--- src/rtl/wll_fifo_pkg.sv ---
// Shared constants and types for the wll single-clock FIFO.
// Optional error flags are enabled by defining WLL_FIFO_ERR_FLAGS_EN.
package wll_fifo_pkg;

    localparam int DEF_DATA_WIDTH = 8;
    localparam int DEF_DEPTH      = 8;

    typedef logic [DEF_DATA_WIDTH-1:0] word_t;

    // Occupancy counter must hold 0..depth inclusive, hence one extra bit.
    function automatic int cnt_width(input int depth);
        return $clog2(depth) + 1;
    endfunction

endpackage

--- src/rtl/wll_fifo_ram.sv ---
// Simple dual-port register array: one write port, one registered read port.
// The read register clears on reset; the storage itself is never cleared.
module wll_fifo_ram #(
    parameter int DATA_WIDTH = 8,
    parameter int DEPTH      = 8,
    parameter int ADDR_WIDTH = 3
) (
    input  logic                  clk,
    input  logic                  rst,
    input  logic                  wr_en,
    input  logic [ADDR_WIDTH-1:0] wr_addr,
    input  logic [DATA_WIDTH-1:0] wr_data,
    input  logic                  rd_en,
    input  logic [ADDR_WIDTH-1:0] rd_addr,
    output logic [DATA_WIDTH-1:0] rd_data
);

    logic [DATA_WIDTH-1:0] mem [DEPTH];

    always_ff @(posedge clk) begin
        if (wr_en)
            mem[wr_addr] <= wr_data;
    end

    // Same-address read and write in one cycle returns the old word, which is
    // what a simultaneous push+pop on a full FIFO needs.
    always_ff @(posedge clk) begin
        if (rst)
            rd_data <= '0;
        else if (rd_en)
            rd_data <= mem[rd_addr];
    end

endmodule

--- src/rtl/wll_sync_fifo.sv ---
// Single-clock FIFO with global enable and registered read data (1-cycle latency).
// Define WLL_FIFO_ERR_FLAGS_EN to add sticky overflow/underflow outputs.
module wll_sync_fifo
    import wll_fifo_pkg::*;
#(
    parameter int DATA_WIDTH = DEF_DATA_WIDTH,
    parameter int DEPTH      = DEF_DEPTH
) (
    input  logic                              clk,
    input  logic                              rst,
    input  logic                              en,
    input  logic [DATA_WIDTH-1:0]             data_in,
    input  logic                              wr_en,
    input  logic                              rd_en,
    output logic [DATA_WIDTH-1:0]             data_out,
    output logic                              rd_valid,
    output logic                              full,
    output logic                              empty,
    output logic [cnt_width(DEPTH)-1:0]       count
`ifdef WLL_FIFO_ERR_FLAGS_EN
    ,
    output logic                              overflow,
    output logic                              underflow
`endif
);

    localparam int ADDR_WIDTH = $clog2(DEPTH);
    localparam int CNT_W      = cnt_width(DEPTH);
    localparam logic [CNT_W-1:0] DEPTH_C = CNT_W'(DEPTH);

    logic [ADDR_WIDTH-1:0] wr_ptr, rd_ptr;
    logic                  push_ok, pop_ok;

    assign full  = (count == DEPTH_C);
    assign empty = (count == '0);

    // A full FIFO may still accept a push when a pop frees the slot in the same cycle.
    assign pop_ok  = en & rd_en & ~empty;
    assign push_ok = en & wr_en & (~full | pop_ok);

    wll_fifo_ram #(
        .DATA_WIDTH (DATA_WIDTH),
        .DEPTH      (DEPTH),
        .ADDR_WIDTH (ADDR_WIDTH)
    ) u_ram (
        .clk     (clk),
        .rst     (rst),
        .wr_en   (push_ok),
        .wr_addr (wr_ptr),
        .wr_data (data_in),
        .rd_en   (pop_ok),
        .rd_addr (rd_ptr),
        .rd_data (data_out)
    );

    always_ff @(posedge clk) begin
        if (rst) begin
            wr_ptr   <= '0;
            rd_ptr   <= '0;
            count    <= '0;
            rd_valid <= 1'b0;
        end else begin
            rd_valid <= pop_ok;
            if (push_ok)
                wr_ptr <= wr_ptr + 1'b1;
            if (pop_ok)
                rd_ptr <= rd_ptr + 1'b1;
            case ({push_ok, pop_ok})
                2'b10:   count <= count + 1'b1;
                2'b01:   count <= count - 1'b1;
                default: count <= count;
            endcase
        end
    end

`ifdef WLL_FIFO_ERR_FLAGS_EN
    always_ff @(posedge clk) begin
        if (rst) begin
            overflow  <= 1'b0;
            underflow <= 1'b0;
        end else begin
            if (en & wr_en & full & ~rd_en)
                overflow <= 1'b1;
            if (en & rd_en & empty)
                underflow <= 1'b1;
        end
    end
`endif

endmodule

--- config.mk ---
export PLATFORM = sky130hd
export DESIGN_NAME = wll_sync_fifo
export DESIGN_NICKNAME = d
export VERILOG_FILES = /design/src/rtl/wll_fifo_pkg.sv /design/src/rtl/wll_fifo_ram.sv /design/src/rtl/wll_sync_fifo.sv
export SDC_FILE = /design/constraint.sdc
export NUM_CORES = 1
export LEC_CHECK = 0
export ABC_AREA = 1
export CAP_MARGIN = 20
export CORE_AREA = 2 2 85 87
export CTS_BUF_LIST = sky130_fd_sc_hd__clkbuf_2 sky130_fd_sc_hd__clkbuf_4 sky130_fd_sc_hd__clkbuf_8
export CTS_CLUSTER_DIAMETER = 120
export DETAILED_ROUTE_END_ITERATION = 6
export DIE_AREA = 0 0 87 89
export PLACE_DENSITY = 0.78
export SKIP_CTS_REPAIR_TIMING = 1
export SYNTH_ARGS = -nofsm -noshare
export SYNTH_HDL_FRONTEND = slang
export SYNTH_SLANG_ARGS = --single-unit
--- constraint.sdc ---
create_clock -name clk -period 4.45 [get_ports clk]
set_input_delay 0.89 -clock clk [delete_from_list [all_inputs] [get_ports clk]]
set_output_delay 0.89 -clock clk [all_outputs]
set_load 0.02 [all_outputs]
==> key figures, run 1 <==
Layout
  – Final net count: 396
  – Share of cells above drive strength 1: 8.355%
  – Ant. Diodes: 0
  – Post-route cell area: 0.004110 mm²
  – Area grow syn2layout: 13.79%
  – Fin cells: 463
  – Final cell utilization of the core: 61.17%

Power
  – Pwr Total: 1.661 mW
  – Clk pwr share: 35.1%
  – Net Switching: 0.4182 mW
  – Switch share: 25.18%
  – Combinational power share: 12.5%
  – Max IR drop VDD: 0.0001973 V
  – Flop pwr share: 52.5%
  – P per Cell Area: 404.1 mW/mm²
  – Internal power: 1.243 mW
  – Static Leak: 1.595 nW

Floorplan
  – Chip height: 89 µm
  – Row count: 30
  – Die ar.: 0.007743 mm²
  – Initial Util: 53.76%
  – Core footprint: 0.006719 mm²
  – Io pins: 28
  – Die W: 87 µm

Placed design
  – Placed Cells: 447
  – DP Wirelength: 4660 µm
  – # port buffers: 27
  – Worst slack, placed: 1495 ps
  – Placed Area: 0.003894 mm²
  – Final estimated routing congestion in global placement: 0.8369

Yosys
  – Asr flop ratio synth: 0%
  – Avg Inst Size Synth: 10.26 µm²
  – Area leader, netlist: edfxtp_1
  – Unique masters post-synth: 29
  – Sequential area share after synthesis: 63.73%
  – Synth Register Bits: 83
  – Synthesized cell area: 0.003612 mm²
  – Synthesized Nets: 370
  – Number of flops mapped to enable cells by yosys: 64
  – Top cell type's share of synthesized area: 53.20%
  – Synth warn: 0
  – Most common cell in the synthesized netlist: nand2_1
  – Post-synth top flop: edfxtp_1
  – Synth top area cells: edfxtp_1 53%, nand2_1 11%, dfxtp_1 11%
  – Synth cell count leaders: 104 x nand2_1, 64 x edfxtp_1, 38 x nand3_1
  – Cells after Synth: 352

Worst hold path
  – Hold Crit Class: flip-flop to flip-flop
  – HP Start: u_ram.rd_data[0]

Clock tree
  – Clock tree buffer depth: 2
  – CTS root buffer: clkbuf_8
  – Clock latency on the worst-skew pair: 350 ps
  – Clock transition at path regs: 90 ps
  – TritonCTS buffer count: 9
  – CTS sink count: 83
  – CTS tree: built
  – H-tree depth: 3

STA
  – Setup violators final: 0
  – Fmax: 373.8 MHz
  – Min Clock Period, post-route: 2675 ps
  – Fin. max-slew vios: 0
  – Hold WS: 465.9 ps
  – Fin Clk Skew: 10.33 ps
  – Unrepaired setup endpoints after global routing: no
  – Worst-margin pin slew: 890.7 ps
  – Setup ws final: 1775 ps
  – Setup TNS: 0 ps
  – Crit share post-route: 60.12%
  – Rel. slew slack: 40.54%
  – Final hold viol count: 0

Outcome
  – Status: complete, no violations

Route
  – DR vias: 2447
  – DR WL/cell: 15.19 µm
  – DRT Wirelength: 7035 µm
  – Initial DRC Count: 175
  – DRC violations left: 0
  – First drt pass iteration count: 4
  – Remaining antenna violation count: 0
  – Vias per inst: 5.285

Setup path
  – Endpoint required time on the critical path: 3560 ps
  – Critical Setup Path Class: flip-flop to output port
  – Worst setup startpoint: count[0]
  – Setup crit end kind: output port
  – R2r startpoint: count[0]
  – Critical Path AT: 1790 ps
  – Worst-path fanout max: 5
  – Startpoint Class: flip-flop

Global route
  – First-pass GRT wire length: 11500 µm
  – GRT overflow: 0
  – Initial antenna violation count: 0
  – Largest net degree at the start of global routing: 35
  – GRT Overall Usage: 20.16%
  – Number of global-route vias before repair: 2357

Flow run
  – Max Cap Violations: 0
[placed cells by master, fill, tap and decap left out, drive strengths merged]
cell type and instances:
fa 1, nor2 31, edfxtp 64, ha 4
clkdlybuf4s50 27, nand4 1, nand3 40, o21ai 12
nand2 110, a31oi 1, clkbuf 9, xor2 2
a21oi 17, clkinv 4, dfxtp 19, buf 1
clkinvlp 3, inv 35, bufinv 2
[layer usage]
layer  routed length (µm)  global-route usage [%]
met1                 3044                   26.48
met2                 3288                   30.46
met3                  494                   4.801
met4                  208                   12.36
met5                    0                       0
[path summary, 6_finish.rpt]
check,depth (start not counted),end,slack [ps]
max,4,full,1770
min,2,u_ram.rd_data[0],470
max reg2reg,13,count[3],2450
min reg2reg,2,u_ram.rd_data[0],470
[state kept, by name, summed over array words and instances, names as in the netlist]
name and flops:
wr_ptr 3, rd_valid 1, count 4, u_ram.rd_data 8, rd_ptr 3, u_ram.mem 64
[power by group through the flow]
stage	clock network (mW)	registers [mW]	logic, mW
6_report	0.582	0.871	0.207
5_1_grt	0.624	0.875	0.231
4_1_cts	0.591	0.871	0.207
3_5_place_dp	0	0.889	0.206
3_3_place_gp	0	0.889	0.200
2_1_floorplan	0	0.893	0.138
[kinds of logic (layout without fill, tap and decap cells)]
logic type                 Yosys count  after routing  share of synthesized area, %
DFF                                 83             83                         63.73
AOI/OAI and AO/OA                   30             30                         4.399
xor gates and xnor gates             2              2                        0.4850
and+or+nand+nor                    182            182                         22.65
buffers and inverters               50             81                         6.789
adders and majority gates            5              5                         1.940
[final cells by class]
| class | instances | area [µm²] |
|---|---|---|
| Inverter | 37 | 148.9 |
| Clock buffer | 9 | 123.9 |
| Timing Repair Buffer | 28 | 277.8 |
| Fill cell | 545 | 2609 |
| Sequential cell | 83 | 2302 |
| Clock inverter | 7 | 92.59 |
| Multi-Input combinational cell | 219 | 1065 |
| Tap cell | 80 | 100.1 |
[critical path, stage by stage (launching register included)]
cell and delay, ps:
dfxtp_1 390, nor2_4 180, nand3_1 160, inv_1 100, clkdlybuf4s50_1 610
Note: power is estimated with default switching activity, not from simulation.
==> inputs of run 2 (changes only) <==
==> constraint.sdc (replaced) <==
create_clock -name clk -period 2.7 [get_ports clk]
set_input_delay 0.54 -clock clk [delete_from_list [all_inputs] [get_ports clk]]
set_output_delay 0.54 -clock clk [all_outputs]
set_load 0.02 [all_outputs]
==> run 2 against run 1 <==
  * Critical path depth unchanged
  * Critical endpoint unchanged
  * Critical path type unchanged
  * Largest cell class unchanged
  * First-iteration DRC count shrank 17%
  * Global-route usage decreased by 0.71 points
  * Die area is the same
  * Wire length shrank 1.7%
  * Register-to-register slack worse by 1700 ps
  * Sequential cell count stayed put
  * Hold slack improved by 2.1 ps
==> key figures, run 2 (synthesized netlist as in run 1, its figures left out) <==
Layout
  – Area grow syn2layout: 15.38% (was 13.79%)
  – Fin cells: 476 (was 463)
  – Final net count: 409 (was 396)
  – Reg area: 0.002302 mm² (unchanged)
  – Largest reg by FF count: u_ram.mem (unchanged)
  – Regs by FF count: u_ram.mem x64, u_ram.rd_data x8, count x4 (unchanged)
  – Most frequent cells in the layout: 104 x nand2_1, 64 x edfxtp_1, 38 x nand3_1 (unchanged)
  – Max reg flops: 64 (unchanged)
  – Fillers: 533 (was 545)
  – Ant. Diodes: 0 (unchanged)
  – Multi-input gate area: 0.001065 mm² (unchanged)
  – Share of cells above drive strength 1: 11.36% (was 8.355%)
  – Most frequent standard cell in the layout excluding fill and tap cells: nand2_1 (unchanged)

Setup path
  – Endpoint required time on the critical path: 2160 ps (was 3560 ps)
  – Startpoint Class: flip-flop (unchanged)
  – Setup crit end kind: output port (unchanged)
  – Critical Path AT: 1730 ps (was 1790 ps)
  – Critical Setup Path Class: flip-flop to output port (unchanged)
  – Worst-path fanout max: 5 (unchanged)
  – CP max stage delay: 600 ps (was 610 ps)
  – Critical path's slowest cell: clkdlybuf4s50_1 (unchanged)
  – Critical path, cell by cell: nor2_4 > nand3_1 > inv_1 > clkdlybuf4s50_1 (unchanged)

Global route
  – First-pass GRT wire length: 10970 µm (was 11500 µm)
  – GRT overflow: 0 (unchanged)
  – Initial antenna violation count: 0 (unchanged)
  – GRT Overall Usage: 19.45% (was 20.16%)
  – Number of global-route vias before repair: 2244 (was 2357)
  – Largest net degree at the start of global routing: 35 (unchanged)

Clock tree
  – Clock tree buffer depth: 2 (unchanged)
  – TritonCTS buffer count: 9 (unchanged)
  – CTS tree: built (unchanged)
  – CTS sink count: 83 (unchanged)
  – Clock transition at path regs: 80 ps (was 90 ps)
  – Clock latency on the worst-skew pair: 340 ps (was 350 ps)
  – CTS root buffer: clkbuf_8 (unchanged)
  – H-tree depth: 3 (unchanged)

STA
  – Rel. slew slack: 67.21% (was 40.54%)
  – Unrepaired setup endpoints after global routing: no (unchanged)
  – Setup TNS: 0 ps (unchanged)
  – Fmax: 440.1 MHz
  – Fin Clk Skew: 9.890 ps (was 10.33 ps)
  – Final hold viol count: 0 (unchanged)
  – Worst-margin pin slew: 491.2 ps (was 890.7 ps)
  – Setup violators final: 0 (unchanged)
  – Fin. max-slew vios: 0 (unchanged)
  – Crit share post-route: 84.16%
  – Min Clock Period, post-route: 2272 ps

Outcome
  – Status: complete, no violations (unchanged)

Route
  – DRC violations left: 0 (unchanged)
  – First drt pass iteration count: 5 (was 4)
  – DR vias: 2466 (was 2447)
  – Vias per inst: 5.181 (was 5.285)
  – DRT Wirelength: 6912 µm (was 7035 µm)
  – Remaining antenna violation count: 0 (unchanged)
  – DR WL/cell: 14.52 µm (was 15.19 µm)
  – Initial DRC Count: 145 (was 175)

Floorplan
  – Die W: 87 µm (unchanged)
  – Chip height: 89 µm (unchanged)
  – Core footprint: 0.006719 mm² (unchanged)
  – Row count: 30 (unchanged)
  – Die ar.: 0.007743 mm² (unchanged)
  – Initial Util: 53.76% (unchanged)
  – Io pins: 28 (unchanged)

Placed design
  – DP Wirelength: 4653 µm (was 4660 µm)
  – Placed Cells: 460 (was 447)
  – Final estimated routing congestion in global placement: 0.7992 (was 0.8369)
  – # port buffers: 27 (unchanged)

Power
  – Pwr Total: 2.576 mW (was 1.661 mW)
  – P per Cell Area: 618.1 mW/mm² (was 404.1 mW/mm²)
  – Max IR drop VDD: 0.0003535 V (was 0.0001973 V)
  – Static Leak: 1.661 nW (was 1.595 nW)

Flow run
  – Max Cap Violations: 0 (unchanged)

Worst hold path
  – Hold Crit Class: flip-flop to flip-flop (unchanged)
## run 2: changes by cell type in the layout (fill, tap and decap cells not counted), sizes merged
cell	previous run	this run
buf	1	14
bufinv	2	0
clkbuf	9	16
clkinv	4	2
clkinvlp	3	0
## run 2: per-layer routing
layer	GRT usage [%]	routed length [µm]	up-vias
met5	0	0	-
met2	30.95	3390	79
met3	3.878	417	12
met1	25.08	2973	1139
met4	11.08	129	0
li1	-	-	1236
## run 2: final cells by class
type | count | share of cell area (%)
flip-flops and latches | 83 | 55.24
clock buffers | 16 | 4.233
inverters | 37 | 3.573
multi-input cells | 219 | 25.55
repair buffers | 41 | 9.006
well taps | 80 | 2.402
## run 2: worst max-delay path, delay by kind of cell (launching register included)
| kind | cells | cell delay (ps) |
|---|---|---|
| buffers and inverters | 2 | 690 |
| flip-flops | 1 | 380 |
| AND/OR/NAND/NOR | 2 | 310 |
## run 2: per-stage QoR
step | setup WS [ps] | hold WS [ps] | utilization [%] | area [µm²]
4_1_cts | 395.8 | 467.4 | 62.03 | 4168
5_1_grt | 330.4 | 477.8 | 62.03 | 4168
3_3_place_gp | 214.4 | 457.7 | 59.40 | 3991
3_5_place_dp | 163.4 | 456.5 | 59.40 | 3991
2_1_floorplan | 813.8 | 462.7 | - | 3612
6_report | 427.7 | 468.0 | 62.03 | 4168
## run 2: where the power goes
group	internal (mW)	switching, mW	total, mW
clock	0.408	0.390	0.799
combinational	0.131	0.211	0.342
sequential	1.41	0.0294	1.43
total	1.95	0.631	2.58
## run 2: worst paths after layout
path,startpoint,to,slack (ps),cells past startpoint
worst max-delay path,count[0],full,430,4
worst min register to register,u_ram.rd_data[1],u_ram.rd_data[1],470,2
worst max register to register,count[0],count[3],740,13
worst min-delay path,u_ram.rd_data[1],u_ram.rd_data[1],470,2
